[config.mk]
export PLATFORM = sky130hd
export DESIGN_NAME = instr_encoder_flat
export DESIGN_NICKNAME = d
export VERILOG_FILES = /design/src/rtl/instr_encoder_if.sv /design/src/rtl/instr_encoder.sv /design/src/flat_wrapper.sv
export SDC_FILE = /design/constraint.sdc
export NUM_CORES = 1
export LEC_CHECK = 0
export ABC_AREA = 1
export CORE_MARGIN = 8
export CORE_UTILIZATION = 52
export CTS_CLUSTER_DIAMETER = 150
export DETAILED_ROUTE_END_ITERATION = 7
export GPL_TIMING_DRIVEN = 0
export HOLD_SLACK_MARGIN = 0.05
export PLACE_DENSITY = 0.86
export SLEW_MARGIN = 40
export SYNTH_ARGS = -nofsm -noshare
export SYNTH_HDL_FRONTEND = slang
export SYNTH_SLANG_ARGS = --single-unit
[constraint.sdc]
create_clock -name clk -period 3.79 [get_ports clk]
set_input_delay 0.9475 -clock clk [delete_from_list [all_inputs] [get_ports clk]]
set_output_delay 0.9475 -clock clk [all_outputs]
set_load 0.1 [all_outputs]
[src/rtl/instr_encoder_if.sv]
// Request-side handshake bundle for instr_encoder: one symbolic operation per valid/ready transfer.
interface instr_encoder_if;
    logic        in_valid;
    logic        in_ready;
    logic [3:0]  opsel;
    logic [4:0]  rs;
    logic [4:0]  rt;
    logic [4:0]  rd;
    logic [31:0] imm;

    modport master (output in_valid, opsel, rs, rt, rd, imm, input in_ready);
    modport slave  (input in_valid, opsel, rs, rt, rd, imm, output in_ready);
endinterface

[src/rtl/instr_encoder.sv]
// Streaming MIPS instruction encoder: packs requests into 32-bit words, expands LI into LUI/ORI,
// and writes them sequentially into instruction memory. Define ENC_MULTU_EN to enable MULTU (opsel 5).
module instr_encoder #(
    parameter int AW = 8
) (
    input  logic                 clk,
    input  logic                 reset,
    input  logic                 flush,
    instr_encoder_if.slave       req,
    output logic                 mem_we,
    output logic [AW-1:0]        mem_addr,
    output logic [31:0]          mem_wdata,
    output logic [AW:0]          count,
    output logic                 full,
    output logic                 err
);
    typedef enum logic [3:0] {
        OP_ADDU  = 4'd0,  OP_SUBU  = 4'd1,  OP_AND   = 4'd2,  OP_OR   = 4'd3,
        OP_SLTU  = 4'd4,  OP_MULTU = 4'd5,  OP_LW    = 4'd6,  OP_SW   = 4'd7,
        OP_BEQ   = 4'd8,  OP_ADDIU = 4'd9,  OP_J     = 4'd10, OP_LUI  = 4'd11,
        OP_ORI   = 4'd12, OP_BLTZ  = 4'd13, OP_LI    = 4'd14, OP_BAD  = 4'd15
    } op_e;

    typedef enum logic {S_IDLE, S_LO} state_e;

    localparam logic [AW:0] CAPACITY = {1'b1, {AW{1'b0}}};
    localparam logic [AW:0] ONE      = {{AW{1'b0}}, 1'b1};

    state_e        state_q;
    logic          mem_we_q;
    logic [AW-1:0] mem_addr_q;
    logic [31:0]   mem_wdata_q;
    logic [AW:0]   count_q;
    logic          err_q;
    logic [4:0]    li_rt_q;
    logic [15:0]   li_lo_q;

    op_e         op;
    logic [31:0] enc_word;
    logic        enc_bad;
    logic        enc_li;
    logic        accept;
    logic        one_free;

    assign op       = op_e'(req.opsel);
    assign full     = (count_q == CAPACITY);
    assign one_free = (count_q == CAPACITY - ONE);
    assign req.in_ready = (state_q == S_IDLE) && !full && !flush;
    assign accept   = req.in_valid && req.in_ready;

    // NOTE: every output of this block gets a default first, so no path can infer a latch.
    always_comb begin
        enc_word = '0;
        enc_bad  = 1'b0;
        enc_li   = 1'b0;
        case (op)
            OP_ADDU:  enc_word = {6'b000000, req.rs, req.rt, req.rd, 5'b0, 6'b100001};
            OP_SUBU:  enc_word = {6'b000000, req.rs, req.rt, req.rd, 5'b0, 6'b100011};
            OP_AND:   enc_word = {6'b000000, req.rs, req.rt, req.rd, 5'b0, 6'b100100};
            OP_OR:    enc_word = {6'b000000, req.rs, req.rt, req.rd, 5'b0, 6'b100101};
            OP_SLTU:  enc_word = {6'b000000, req.rs, req.rt, req.rd, 5'b0, 6'b101011};
`ifdef ENC_MULTU_EN
            OP_MULTU: enc_word = {6'b000000, req.rs, req.rt, 5'b0, 5'b0, 6'b011001};
`else
            OP_MULTU: enc_bad  = 1'b1;
`endif
            OP_LW:    enc_word = {6'b100011, req.rs, req.rt, req.imm[15:0]};
            OP_SW:    enc_word = {6'b101011, req.rs, req.rt, req.imm[15:0]};
            OP_BEQ:   enc_word = {6'b000100, req.rs, req.rt, req.imm[15:0]};
            OP_ADDIU: enc_word = {6'b001001, req.rs, req.rt, req.imm[15:0]};
            OP_J:     enc_word = {6'b000010, req.imm[25:0]};
            OP_LUI:   enc_word = {6'b001111, 5'b0, req.rt, req.imm[15:0]};
            OP_ORI:   enc_word = {6'b001101, req.rs, req.rt, req.imm[15:0]};
            OP_BLTZ:  enc_word = {6'b000001, req.rs, 5'b0, req.imm[15:0]};
            OP_LI: begin
                // First half of LI is the LUI of the upper immediate; ORI follows from S_LO.
                enc_li   = 1'b1;
                enc_word = {6'b001111, 5'b0, req.rt, req.imm[31:16]};
            end
            default:  enc_bad  = 1'b1;
        endcase
    end

    // NOTE: state registers use non-blocking assignments so all updates see pre-edge values.
    always_ff @(posedge clk or posedge reset) begin
        if (reset) begin
            state_q     <= S_IDLE;
            mem_we_q    <= 1'b0;
            mem_addr_q  <= '0;
            mem_wdata_q <= '0;
            count_q     <= '0;
            err_q       <= 1'b0;
            li_rt_q     <= '0;
            li_lo_q     <= '0;
        end else if (flush) begin
            state_q  <= S_IDLE;
            mem_we_q <= 1'b0;
            count_q  <= '0;
            err_q    <= 1'b0;
        end else begin
            mem_we_q <= 1'b0;
            case (state_q)
                S_IDLE: begin
                    if (accept) begin
                        if (enc_bad || (enc_li && one_free)) begin
                            err_q <= 1'b1;
                        end else begin
                            mem_we_q    <= 1'b1;
                            mem_addr_q  <= count_q[AW-1:0];
                            mem_wdata_q <= enc_word;
                            count_q     <= count_q + ONE;
                            if (enc_li) begin
                                state_q <= S_LO;
                                li_rt_q <= req.rt;
                                li_lo_q <= req.imm[15:0];
                            end
                        end
                    end
                end
                S_LO: begin
                    mem_we_q    <= 1'b1;
                    mem_addr_q  <= count_q[AW-1:0];
                    mem_wdata_q <= {6'b001101, li_rt_q, li_rt_q, li_lo_q};
                    count_q     <= count_q + ONE;
                    state_q     <= S_IDLE;
                end
                default: state_q <= S_IDLE;
            endcase
        end
    end

    assign mem_we    = mem_we_q;
    assign mem_addr  = mem_addr_q;
    assign mem_wdata = mem_wdata_q;
    assign count     = count_q;
    assign err       = err_q;
endmodule

[src/flat_wrapper.sv]
// flat-port wrapper written by rule: the top's interface ports become plain ports
module instr_encoder_flat 
#(
    parameter int AW = 8
)
  (clk, reset, flush, mem_we, mem_addr, mem_wdata, count, full, err, req_in_valid, req_opsel, req_rs, req_rt, req_rd, req_imm, req_in_ready);
  instr_encoder_if req_i ();
  input  logic clk;
  input  logic reset;
  input  logic flush;
  output logic mem_we;
  output logic [AW-1:0] mem_addr;
  output logic [31:0] mem_wdata;
  output logic [AW:0] count;
  output logic full;
  output logic err;
  input wire logic [$bits(req_i.in_valid)-1:0] req_in_valid;
  input wire logic [$bits(req_i.opsel)-1:0] req_opsel;
  input wire logic [$bits(req_i.rs)-1:0] req_rs;
  input wire logic [$bits(req_i.rt)-1:0] req_rt;
  input wire logic [$bits(req_i.rd)-1:0] req_rd;
  input wire logic [$bits(req_i.imm)-1:0] req_imm;
  output wire logic [$bits(req_i.in_ready)-1:0] req_in_ready;
  assign req_i.in_valid = req_in_valid;
  assign req_i.opsel = req_opsel;
  assign req_i.rs = req_rs;
  assign req_i.rt = req_rt;
  assign req_i.rd = req_rd;
  assign req_i.imm = req_imm;
  assign req_in_ready = req_i.in_ready;
  instr_encoder #(.AW(AW)) u_core (.clk(clk), .reset(reset), .flush(flush), .req(req_i), .mem_we(mem_we), .mem_addr(mem_addr), .mem_wdata(mem_wdata), .count(count), .full(full), .err(err));
endmodule
==> reports/metrics.cfg <==
[die]
rows = 31
fp.dieH_um = 102.3
die_area_sq_um = 10470
ios = 108
die_w_um = 102.3
core_sq_um = 7253
initial_core_util_pct = 53.42

[placed_design]
io_buffers = 102
hpwl_mm = 8.610
routabilityCongestion = 0.9207

[timing]
fmax_mhz = 345.0
drv_slew = 0
tightest_slew_ns = 0.6981
timing.hold.ws_ns = 0.4786
relSlewSlack_pct = 53.46
setup_tns_ns = 0
finalCritPeriodShare_pct = 76.48
hold_viol = 0
setup_violations = 0
post-route-min-period_ns = 2.899
rsz0062_at_grt = no
skew_ns = 0.008989

[synthesis]
synthArstFlopShare_pct = 100.0
synth_nets = 601
synth_edf_count = 0
yosysTopAreaCell = dfrtp_1
ys_types = 30
synthCells = 543
synth_seq_cells = 72
yosysMostFrequentCell = nand2_1
avgSynthCellArea_sq_um = 7.136
ys_warn_count = 0
netlist_area_sq_um = 3875
synthTopCellsByArea = dfrtp_1 46%, nand2_1 25%, inv_1 4.1%
synth_seq_area_share_pct = 46.50
yosys-top-cells-count = 261 x nand2_1, 72 x dfrtp_1, 42 x inv_1, 31 x o21ai_1
synth_top_area_share_pct = 46.50
synthFlopType = dfrtp_1

[global_route]
gr-total-overflow = 0
grt_start_max_net_pins = 45
antenna_found_initial = 0
grt_pass1_vias = 3684
grt_pass1_wl_mm = 17.73
grtUsageTotal_pct = 22.02

[clock_tree]
ctsRootBufferMaster = clkbuf_8
postCtsSetupBuffers = 0
clock-sinks = 72
ctsResizeCount = 0
cts-hold-fix-buffers = 0
tritoncts = built
htreeDepth = 3
cts_buffers = 9
cts_buffer_depth = 2
clk_latency_ns = 0.35
clkTransAtPathRegs_ns = 0.07

[layout]
area_growth_pct = 30.06
nNetsFinal = 715
antenna_cells = 0
final_layout_size_suffix_gt1_share_pct = 16.64

[detailed_routing]
ant_nets = 0
dr.pass1.iters = 5
routedWlPerCell_um = 14.75
wl_mm = 11.21
vias = 3856
post_drt_via_cell_ratio = 5.074
drc = 0
detail_route.iter0.violations = 250

[setup_path]
crit_fanout = 10
cp-end-kind = primary output
worstPathArrival_ns = 1.95
critPathKind = reg2out
start_kind = flop
critPathRequiredTime_ns = 2.84

[job]
cap_violations = 0

[outcome]
outcome = finished clean

[hold_path]
hold_path_class = reg2reg

[power_and_ir_drop]
leakagePower_nw = 2.743
max-vdd-ir-drop_v = 0.0003805
p_per_area_nw_per_um2 = 532.0

[cells by family (layout without fill, tap and decap cells)]
| family | Yosys count | after routing | share of synthesized area (%) |
|---|---|---|---|
| AND/OR/NAND/NOR | 314 | 314 | 32.84 |
| buffers and inverters | 78 | 196 | 8.944 |
| flip-flops | 72 | 72 | 46.50 |
| AO/OA/AOI/OAI | 69 | 69 | 9.267 |
| XOR/XNOR | 5 | 5 | 1.130 |
| adder cells (fa/ha/maj) | 3 | 3 | 0.9688 |
| other | 1 | 1 | 0.09678 |
| multiplexers | 1 | 1 | 0.2583 |
[report_power, final]
group	internal (W)	total, W	switching, W
Combinational	0.000200	0.000980	0.000780
Sequential	0.000901	0.000972	0.0000709
Clock	0.000452	0.000729	0.000276
Total	0.00155	0.00268	0.00113
[through the flow]
stage | utilization [%] | instances | power (W) | setup WS [ns] | area, sq um
3_3_place_gp | 69.38 | 744 | 0.002014 | -0.3204 | 5032
2_1_floorplan | - | 543 | 0.001744 | 0.04284 | 3887
6_report | 69.48 | 760 | 0.002681 | 0.8914 | 5040
4_1_cts | 69.48 | 760 | 0.002694 | 0.9022 | 5040
5_1_grt | 69.48 | 760 | 0.002789 | 0.8145 | 5040
3_5_place_dp | 66.24 | 745 | 0.001960 | 0.9738 | 4805
[critical path, cell delays in order (launching register included)]
cell,delay [ns]
dfrtp_1,0.36
clkbuf_1,0.21
clkbuf_1,0.34
nor3_4,0.25
buf_2,0.45
[worst paths after layout]
kind / endpoint / cells past startpoint / start / slack, ns
min in group asynchronous: u_core.mem_wdata[13] / 2 / reset / 0.92
max reg2reg: u_core.mem_wdata[6] / 15 / u_core.count[1] / 1.48
max in group asynchronous: u_core.count[0] / 3 / reset / 2.34
max: req_in_ready / 4 / u_core.state_q / 0.89
min: u_core.mem_wdata[23] / 2 / u_core.mem_wdata[23] / 0.48
min reg2reg: u_core.mem_wdata[23] / 2 / u_core.mem_wdata[23] / 0.48
[sequential cells by signal (all words and copies together), names as in the netlist]
register          cells
u_core.li_rt_q        5
u_core.mem_wdata     31
u_core.li_lo_q       16
u_core.mem_addr       8
u_core.state_q        1
u_core.count          9
u_core.mem_we         1
u_core.err            1
[cells in the final DEF (no fill, tap or decap)]
cell type	n
nand2_1	261
dfrtp_1	71
buf_2	62
clkdlybuf4s50_1	50
inv_1	41
o21ai_1	31
nor2_1	23
o21ai_0	23
nand3_1	13
inv_2	10
a21oi_1	10
clkbuf_8	10
buf_4	7
clkbuf_1	7
nand2_2	5
xor2_1	5
nor3_1	3
a21boi_0	3
ha_1	3
bufinv_16	3
nand3_2	2
nor3_4	2
buf_1	2
buf_6	2
nand2_4	1
nor2_4	1
nand3_4	1
mux2i_1	1
nor3b_1	1
o21ai_2	1
inv_6	1
nand4_1	1
o21a_1	1
conb_1	1
buf_16	1
dfrtp_2	1
[per-layer routing]
metal  global-route usage [%]  share of wire, %  vias up
li1                         -                 -     1892
met1                    27.28                42     1797
met2                    36.28                48      149
met3                    4.292               7.6       18
met4                    9.932               2.4        0
met5                        0                 0        -
[layout make-up]
cell class	count	area (sq um)
clock buffer	12	145.1
fill	607	2213
multi-input combinational	393	1738
sequential	72	1803
timing repair buffer	103	788.3
tap	99	123.9
inverter	52	200.2
buffer	26	151.4
clock inverter	3	90.09
Note: power is estimated with default switching activity, not from simulation.
